[config.mk]
export PLATFORM = sky130hd
export DESIGN_NAME = alu_op_sequencer
export DESIGN_NICKNAME = d
export VERILOG_FILES = /design/src/rtl/alu_pkg.sv /design/src/rtl/alu_wait_counter.sv /design/src/rtl/alu_op_sequencer.sv
export SDC_FILE = /design/constraint.sdc
export NUM_CORES = 1
export LEC_CHECK = 0
export BUFFER_PORTS_ARGS = -buffer_cell sky130_fd_sc_hd__buf_2
export CORE_UTILIZATION = 30
export CTS_CLUSTER_SIZE = 20
export DETAILED_ROUTE_END_ITERATION = 10
export PLACE_DENSITY = 0.6
export SYNTH_ARGS = -nofsm -noshare
export SYNTH_HDL_FRONTEND = slang
export SYNTH_HIERARCHICAL = 1
export SYNTH_SLANG_ARGS = --single-unit
[constraint.sdc]
create_clock -name clock -period 5.5 [get_ports clock]
set_input_delay 0.825 -clock clock [delete_from_list [all_inputs] [get_ports clock]]
set_output_delay 0.825 -clock clock [all_outputs]
set_load 0.01 [all_outputs]
[src/rtl/alu_pkg.sv]
// ============================================================================
//  Module  : alu_pkg
//  Brief   : Opcodes, sequencer state type and helpers shared by the ALU
//            operand/result sequencer. Optional build macro used by the
//            sequencer: ALU_SEQ_DIV_ZERO_TRAP_EN.
//  Revision: 1.0 - initial release
// ============================================================================
`default_nettype none

package alu_pkg;

   localparam int CNT_W = 8;

   localparam logic [4:0] OP_ADD  = 5'b00011;
   localparam logic [4:0] OP_SUB  = 5'b00100;
   localparam logic [4:0] OP_AND  = 5'b00101;
   localparam logic [4:0] OP_OR   = 5'b00110;
   localparam logic [4:0] OP_SHR  = 5'b00111;
   localparam logic [4:0] OP_SHRA = 5'b01000;
   localparam logic [4:0] OP_SHL  = 5'b01001;
   localparam logic [4:0] OP_ROR  = 5'b01010;
   localparam logic [4:0] OP_ROL  = 5'b01011;
   localparam logic [4:0] OP_MUL  = 5'b01111;
   localparam logic [4:0] OP_DIV  = 5'b10000;
   localparam logic [4:0] OP_NEG  = 5'b10001;
   localparam logic [4:0] OP_NOT  = 5'b10010;

   typedef enum logic [2:0] {
      ST_IDLE    = 3'd0,
      ST_LOAD    = 3'd1,
      ST_ISSUE   = 3'd2,
      ST_WAIT    = 3'd3,
      ST_CAPTURE = 3'd4,
      ST_DONE    = 3'd5
   } seq_state_e;

   function automatic logic is_legal_op(input logic [4:0] op);
      logic legal;
      case (op)
         OP_ADD, OP_SUB, OP_AND, OP_OR, OP_SHR, OP_SHRA, OP_SHL,
         OP_ROR, OP_ROL, OP_MUL, OP_DIV, OP_NEG, OP_NOT: legal = 1'b1;
         default:                                        legal = 1'b0;
      endcase
      return legal;
   endfunction

   // Latencies below 1 would never reach the terminal count, so clamp.
   function automatic logic [CNT_W-1:0] lat_sel(input logic [4:0] op,
                                                input int base_lat,
                                                input int mul_lat,
                                                input int div_lat);
      int v;
      case (op)
         OP_MUL:  v = mul_lat;
         OP_DIV:  v = div_lat;
         default: v = base_lat;
      endcase
      if (v < 1)   v = 1;
      if (v > 255) v = 255;
      return v[CNT_W-1:0];
   endfunction

endpackage

`default_nettype wire

[src/rtl/alu_wait_counter.sv]
// ============================================================================
//  Module  : alu_wait_counter
//  Brief   : Loadable down-counter; term_o flags the last wait cycle (count 1).
//  Revision: 1.0 - initial release
// ============================================================================
`default_nettype none

module alu_wait_counter #(
   parameter int W = 8
) (
   input  logic         clock,
   input  logic         clear,
   input  logic         load_i,
   input  logic         dec_i,
   input  logic [W-1:0] load_val_i,
   output logic         term_o
);

   logic [W-1:0] count_q;
   logic [W-1:0] count_d;

   always_comb begin
      count_d = count_q;
      if (load_i) begin
         count_d = load_val_i;
      end else if (dec_i && (count_q != '0)) begin
         count_d = count_q - 1'b1;
      end
   end

   always_ff @(posedge clock or negedge clear) begin
      if (!clear) begin
         count_q <= '0;
      end else begin
         count_q <= count_d;
      end
   end

   assign term_o = (count_q == {{(W-1){1'b0}}, 1'b1});

endmodule

`default_nettype wire

[src/rtl/alu_op_sequencer.sv]
// ============================================================================
//  Module  : alu_op_sequencer
//  Brief   : Issues one ALU operation (operands, opcode, toggle trigger), waits
//            an opcode-dependent latency and captures the 64-bit result.
//            Build option: ALU_SEQ_DIV_ZERO_TRAP_EN traps divide-by-zero.
//  Revision: 1.0 - initial release
// ============================================================================
`default_nettype none

module alu_op_sequencer
   import alu_pkg::*;
#(
   parameter int BASE_LAT = 1,
   parameter int MUL_LAT  = 2,
   parameter int DIV_LAT  = 4
) (
   input  logic        clock,
   input  logic        clear,
   input  logic        start,
   input  logic [4:0]  opcode,
   input  logic [31:0] operand_a,
   input  logic [31:0] operand_b,
   output logic        busy,
   output logic        done,
   output logic        illegal,
   output logic [31:0] alu_y,
   output logic [31:0] alu_b,
   output logic [4:0]  alu_control,
   output logic        alu_in,
   input  logic [63:0] alu_z,
   output logic [31:0] z_hi,
   output logic [31:0] z_lo
);

   seq_state_e  state_q, state_d;
   logic [31:0] alu_y_q, alu_y_d;
   logic [31:0] alu_b_q, alu_b_d;
   logic [4:0]  alu_ctrl_q, alu_ctrl_d;
   logic        alu_in_q, alu_in_d;
   logic [31:0] z_hi_q, z_hi_d;
   logic [31:0] z_lo_q, z_lo_d;
   logic        illegal_q, illegal_d;

   logic        cnt_load;
   logic        cnt_dec;
   logic        cnt_term;
   logic        op_rejected;

`ifdef ALU_SEQ_DIV_ZERO_TRAP_EN
   assign op_rejected = !is_legal_op(alu_ctrl_q) ||
                        ((alu_ctrl_q == OP_DIV) && (alu_b_q == 32'd0));
`else
   assign op_rejected = !is_legal_op(alu_ctrl_q);
`endif

   always_comb begin
      state_d    = state_q;
      alu_y_d    = alu_y_q;
      alu_b_d    = alu_b_q;
      alu_ctrl_d = alu_ctrl_q;
      alu_in_d   = alu_in_q;
      z_hi_d     = z_hi_q;
      z_lo_d     = z_lo_q;
      illegal_d  = illegal_q;
      cnt_load   = 1'b0;
      cnt_dec    = 1'b0;

      case (state_q)
         ST_IDLE: begin
            if (start) begin
               alu_y_d    = operand_a;
               alu_b_d    = operand_b;
               alu_ctrl_d = opcode;
               illegal_d  = 1'b0;
               state_d    = ST_LOAD;
            end
         end
         ST_LOAD: begin
            if (op_rejected) begin
               illegal_d = 1'b1;
               state_d   = ST_DONE;
            end else begin
               state_d   = ST_ISSUE;
            end
         end
         ST_ISSUE: begin
            // The ALU re-evaluates on any edge of alu_in, so one toggle = one op.
            alu_in_d = ~alu_in_q;
            cnt_load = 1'b1;
            state_d  = ST_WAIT;
         end
         ST_WAIT: begin
            cnt_dec = 1'b1;
            if (cnt_term) begin
               state_d = ST_CAPTURE;
            end
         end
         ST_CAPTURE: begin
            z_hi_d  = alu_z[63:32];
            z_lo_d  = alu_z[31:0];
            state_d = ST_DONE;
         end
         ST_DONE: begin
            state_d = ST_IDLE;
         end
         default: begin
            state_d = ST_IDLE;
         end
      endcase
   end

   always_ff @(posedge clock or negedge clear) begin
      if (!clear) begin
         state_q    <= ST_IDLE;
         alu_y_q    <= 32'd0;
         alu_b_q    <= 32'd0;
         alu_ctrl_q <= 5'd0;
         alu_in_q   <= 1'b0;
         z_hi_q     <= 32'd0;
         z_lo_q     <= 32'd0;
         illegal_q  <= 1'b0;
      end else begin
         state_q    <= state_d;
         alu_y_q    <= alu_y_d;
         alu_b_q    <= alu_b_d;
         alu_ctrl_q <= alu_ctrl_d;
         alu_in_q   <= alu_in_d;
         z_hi_q     <= z_hi_d;
         z_lo_q     <= z_lo_d;
         illegal_q  <= illegal_d;
      end
   end

   alu_wait_counter #(
      .W (CNT_W)
   ) u_wait_counter (
      .clock      (clock),
      .clear      (clear),
      .load_i     (cnt_load),
      .dec_i      (cnt_dec),
      .load_val_i (lat_sel(alu_ctrl_q, BASE_LAT, MUL_LAT, DIV_LAT)),
      .term_o     (cnt_term)
   );

   assign busy        = (state_q != ST_IDLE);
   assign done        = (state_q == ST_DONE);
   assign illegal     = (state_q == ST_DONE) && illegal_q;
   assign alu_y       = alu_y_q;
   assign alu_b       = alu_b_q;
   assign alu_control = alu_ctrl_q;
   assign alu_in      = alu_in_q;
   assign z_hi        = z_hi_q;
   assign z_lo        = z_lo_q;

endmodule

`default_nettype wire

## Word level (Yosys, flattened, before mapping)

Memories as Yosys holds them, arrays and structs flattened.
Index checks and enable logic that the tools add are counted.
W data, S select, Z words.

- Flip-flop bits (word level): 146
- Memory bits (read-only): 32
- Output and inout bits: 137
- Logic and storage cells: 49
- Memories: 1

Memory list:

| name | words | width | read ports | clocked after Yosys merged registers in | wr ports | line | text |
|---|---|---|---|---|---|---|---|
| (no name shown) | 32 | 1 | 1 | 0 | 0 | alu_pkg.sv:39 | `case (op)` |

- Add/subtract/negate cells: 1
- Order comparisons: 2
- Equality and inequality tests: 11
- Multiplexer cells: 14
- Bitwise gates (word level): 1
- Reduce and logical (&&, ||, !) cells: 10

Operators by type and width:

| operator | count |
|---|---|
| $gt A32 B9 Y1 const B | 1 |
| $lt A32 B2 Y1 const B | 1 |
| $mux W8 | 3 |
| $pmux W3 S5 | 1 |
| $mux W3 | 4 |
| $eq A8 B1 Y1 const B | 1 |
| $reduce_bool A8 Y1 | 1 |
| $sub A8 B1 Y8 const B | 1 |
| $eq A3 B2 Y1 const B | 2 |
| $eq A3 B3 Y1 const B | 2 |
| $ne A2 B2 Y1 const B | 3 |
| $pmux W3 S2 | 1 |
| $eq A5 B4 Y1 const B | 1 |
| $eq A5 B5 Y1 const B | 1 |
| $mux W1 | 4 |
| $reduce_and A2 Y1 | 2 |
| $reduce_bool A2 Y1 | 2 |
| $eq A3 B1 Y1 const B | 1 |
| $logic_not A3 Y1 | 1 |
| $reduce_and A3 Y1 | 1 |
| $reduce_bool A3 Y1 | 1 |
| $logic_and A1 B1 Y1 | 2 |
| $pmux W1 S2 | 1 |
| $not A1 Y1 | 1 |

## Longest topological paths before layout

- Depth after elaboration: 7
- Depth in mapped cells: 6

## Hierarchy

Netlist, hierarchy kept.

Modules (own cells, without submodules):

| module | times used | cells an instance | area an instance (um2) |
|---|---|---|---|
| alu_op_sequencer | 1 | 323 | 5627.9 |
| alu_wait_counter | 1 | 64 | 574.3 |

## Least setup slack after synthesis

No wires, ideal clock.

- Path type: flip-flop to flip-flop
- Start point: reg state_q[0]
- End point: reg u_wait_counter.count_q[7]
- Arrival: 1.990 ns
- Required time: 5.418 ns
- Path slack: 3.428 ns
- Cell stages (with the launch flop): 7
- Buffers on the path: 1
- Path through: dfrtp_1 > buf_6 > nor2b_1 > and2_1 > or4b_2 > or4_1 > a31oi_1

- Longest elaborated chain between the ends: 4

RTL lines:

| what | line | text |
|---|---|---|
| start: declaration | alu_op_sequencer.sv:35 | `seq_state_e state_q, state_d;` |
| start signal: assignment | alu_op_sequencer.sv:123 | `state_q <= state_d;` |
| $eq A3 B2 Y1 | alu_op_sequencer.sv:68 | `case (state_q)` |
| $mux W1 | alu_op_sequencer.sv:68 |  |
| via cnt_dec | alu_op_sequencer.sv:45 | `logic cnt_dec;` |
| $logic_and A1 B1 Y1 | alu_wait_counter.sv:26 | `end else if (dec_i && (count_q != '0)) begin` |
| $reduce_bool A2 Y1 (no line) | -- |  |
| end signal: assignment | alu_wait_counter.sv:35 | `count_q <= count_d;` |
| end: declaration | alu_wait_counter.sv:19 | `logic [W-1:0] count_q;` |

The timed path passes the listed nets, and every way through them passes these cells.
A chain may end at the register's enable or synchronous reset.

## Worst setup path after layout

- Start point: reg state_q[0]
- End point: reg alu_y_q[14] (netlist: alu_y[14])

- Longest elaborated chain between the ends: 2

RTL lines:

| what | line | text |
|---|---|---|
| $logic_not A3 Y1 | alu_op_sequencer.sv:68 |  |
| $reduce_and A2 Y1 (no line) | -- |  |
| end signal: assignment | alu_op_sequencer.sv:124 | `alu_y_q <= alu_y_d;` |
| end: declaration | alu_op_sequencer.sv:36 | `logic [31:0] alu_y_q, alu_y_d;` |

Every way passes these cells.

==> flow_metrics.tcl <==
set metrics [dict create \
    switching_power_w 0.00169 \
    fill_cells 1920 \
    worst-slew-pin-transition_ns 0.968 \
    port_buffers 272 \
    finalCritPeriodShare_pct 48.3 \
    cts.sink_count 146 \
    design.core.area_sq_um 20200 \
    switching_share_of_power_pct 33.1 \
    period_minus_slack_ns 2.66 \
    drv_cap 0 \
    detail_route.vias_per_cell 4.33 \
    synth-main-ff-cell "sky130_fd_sc_hd__dfrtp_1" \
    synth_largest_type_area_fraction_pct 58.9 \
    cellPowerDensity_nw_per_um2 612 \
    path_max_fanout 47 \
    yosys-top-cells-area "sky130_fd_sc_hd__dfrtp_1 59%, sky130_fd_sc_hd__mux2_4 17%, sky130_fd_sc_hd__mux2_2 12%, sky130_fd_sc_hd__buf_12 2.3%, sky130_fd_sc_hd__nand2_1 0.97%" \
    netlist.top_cell.by_area "sky130_fd_sc_hd__dfrtp_1" \
    cts_repair_resize_count 0 \
    synth.ff_latch_count 146 \
    intPower_w 0.00341 \
    worstSetupPathType "flop to flop" \
    initialDrtViolationCount 117 \
    clock_path_buffers 2 \
    synth-seq-area-share_pct 58.9 \
    drc 0 \
    synth.yosys.warnings 6 \
    reg2reg_to "alu_y[14]" \
    num_rows 52 \
    netlist_area_sq_um 6200 \
    max_fclk_mhz 376 \
    cts-htree-levels 4 \
    cts_inserted_buffers 17 \
    post-cts-setup-buffers 0 \
    area_growth_syn_to_layout_pct 34.5 \
    syn-instance-count 387 \
    detail_route.wl_per_cell_um 14.1 \
    final.setup.tns_ns 0 \
    netlist-cell-type-count 43 \
    worst_r2r_startpoint "state_q[0]" \
    worst_r2r_path_depth 4 \
    global_route_wire_length_before_repair_um 22000 \
    critPathMaxStageDelay_ns 0.76 \
    place_ws_ns 2.73 \
    final_critical_path_setup_slack_ns 2.84 \
    muxShareOfSynthArea_pct 28.5 \
    cp.arrival_ns 2.95 \
    power_total_w 0.00510 \
    grt_use_total_pct 13.2 \
    run_status "complete, no violations" \
    syn_area_per_cell_sq_um 16.0 \
    detail_route.first_pass.iterations 4 \
    synth_edf_count 0 \
    clockRootBuffer "sky130_fd_sc_hd__clkbuf_16" \
    clkTransAtPathRegs_ns 0.06 \
    slew-limit-headroom_pct 35.3 \
    hold_buffers 0 \
    worst_hold_path_type "primary input to async pin" \
    synth_compound_area_share_pct 3.47 \
    initial_utilization_pct 30.7 \
    wl_um 13500 \
    placedInstanceArea_sq_um 7750 \
    p_leak_nw 4.09 \
    pin_count_of_the_biggest_net_entering_global_routing 97 \
    layout-drive-gt1-share_pct 65.9 \
    clk-insertion-delay-late_ns 0.41 \
    power_frac_comb_pct 39.2 \
    dr_total_vias 4118 \
    synth_top_family_by_area "multiplexers" \
    timing.clock.skew_ns 0.0101 \
    floorplan.die.width_um 146 \
    antenna_found_initial 0 \
    crit_chain "or3_4, nor2_8, buf_4, mux2_4" \
    power.ir.vdd_worst_mv 0.330 \
    final_cell_area_sq_um 8340 \
    power_share_of_the_clock_group_pct 22.7 \
    grt.overflow.total 0 \
    insertedDiodeCount 0 \
    io_pins 273 \
    hold_slack_ns 0.468 \
    routabilityCongestion 0.724 \
    asyncSetResetFlopFracSynth_pct 100 \
    timing.reg2reg.setup_slack_ns 2.84 \
    worst-endpoint-required_ns 5.79 \
    cts_tree "done" \
    finalMaxSlewViolations 0 \
    worst_setup_path_end_kind "flop" \
    dieHeight_um 146 \
    rsz0062_at_grt "no" \
    synthXorXnorAreaFrac_pct 0.141 \
    slowest_stage "sky130_fd_sc_hd__buf_4" \
    count_of_final_hold_check_violations 0 \
    nets 807 \
    fp.dieArea_sq_um 21300 \
    startpoint_type "flop" \
    sequential_power_share_pct 38.1 \
    synth-simple-area-share_pct 4.56 \
    dp_wirelength_um 9480 \
    ant_nets 0 \
    synth_fa_ha_area_share_pct 0.605 \
    final-setup-viol-count 0 \
    first_global_vias 4118 \
]
-- power by group through the flow --
stage	Clock, W	Sequential [W]	Combinational [W]
after floorplan	0	0.00217	0.00110
after global placement	0	0.00195	0.00200
after detailed placement	0	0.00195	0.00204
after CTS	0.00120	0.00195	0.00204
after global routing	0.00125	0.00203	0.00216
final	0.00116	0.00194	0.00200
-- worst max-delay path, delay by kind of cell (launching register included) --
| kind | cells | cell delay, ns |
|---|---|---|
| and+or+nand+nor | 2 | 0.88 |
| DFF | 1 | 0.48 |
| muxes | 1 | 0.35 |
| buffers and inverters | 1 | 0.76 |
-- cell usage after synthesis (2+ instances only) --
| cell | count |
|---|---|
| sky130_fd_sc_hd__a2111o_1 | 3 |
| sky130_fd_sc_hd__a21oi_1 | 6 |
| sky130_fd_sc_hd__a31oi_1 | 4 |
| sky130_fd_sc_hd__buf_12 | 7 |
| sky130_fd_sc_hd__buf_2 | 2 |
| sky130_fd_sc_hd__buf_4 | 5 |
| sky130_fd_sc_hd__clkbuf_1 | 2 |
| sky130_fd_sc_hd__dfrtp_1 | 146 |
| sky130_fd_sc_hd__ha_1 | 3 |
| sky130_fd_sc_hd__inv_1 | 6 |
| sky130_fd_sc_hd__mux2_2 | 64 |
| sky130_fd_sc_hd__mux2_4 | 69 |
| sky130_fd_sc_hd__nand2_1 | 16 |
| sky130_fd_sc_hd__nor2_1 | 8 |
| sky130_fd_sc_hd__nor3_1 | 5 |
| sky130_fd_sc_hd__nor3b_1 | 3 |
| sky130_fd_sc_hd__o211ai_1 | 6 |
| sky130_fd_sc_hd__o21ai_0 | 3 |
| sky130_fd_sc_hd__or4_1 | 4 |
| sky130_fd_sc_hd__or4b_2 | 2 |
-- area by class of cell --
cell class	instances	area (sq um)	share of cell area, %
Inverter	6	22.5	0.270
Clock inverter	13	140	1.68
Clock buffer	19	453	5.43
Tap cell	270	338	4.05
Timing Repair Buffer	276	1400	16.8
Sequential cell	146	3650	43.8
Multi-Input combinational cell	221	2330	28.0
-- sequential cells by signal (all words and copies together), names as in the netlist --
signal,count
alu_in,1
state_q,3
z_hi,32
z_lo,32
alu_b,32
alu_control,5
alu_y,32
illegal_q,1
u_wait_counter/count_q,8
-- metal layers --
metal	up-vias	routed length [um]	global-route usage, %
li1	1954	-	-
met1	1972	6020	17.4
met2	182	6270	20.4
met3	10	1040	4.29
met4	0	129	3.95
met5	-	0	0
-- how the worst max path moves through the flow --
stage                     from                         to
finish              state_q[0]                  alu_y[14]
global route        state_q[0]                  alu_y[14]
CTS                 state_q[0]                  alu_y[14]
detailed placement       start                  alu_b[29]
global placement         start                  alu_y[16]
floorplan           state_q[0]  u_wait_counter/count_q[7]
-- layout by cell type (no fill, tap or decap), drive strengths merged, types with 2 or more instances in the layout --
master / instances
o21ai: 3
mux2: 133
nor2: 9
o211ai: 6
a2111o: 3
ha: 3
nor3b: 3
conb: 5
clkbuf: 19
clkinvlp: 2
nand2: 16
dfrtp: 146
or4b: 2
a31oi: 4
or4: 4
clkinv: 2
a21oi: 6
nor3: 5
buf: 276
inv: 14
-- cell families (layout without fill, tap and decap cells) --
family	count (synthesis)	in the layout
AND/OR/NAND/NOR	48	48
AO/OA/AOI/OAI	30	30
other	1	5
XOR/XNOR	1	1
buffers and inverters	24	314
adder cells (fa/ha/maj)	3	3
flip-flops	146	146
multiplexers	134	134
-- metrics by stage --
step	util (%)	instances
6_report	41.2	951
5_1_grt	41.2	951
4_1_cts	41.2	951
3_5_place_dp	38.3	919
3_3_place_gp	38.3	919
2_1_floorplan	-	391
Note: power is estimated with default switching activity, not from simulation.
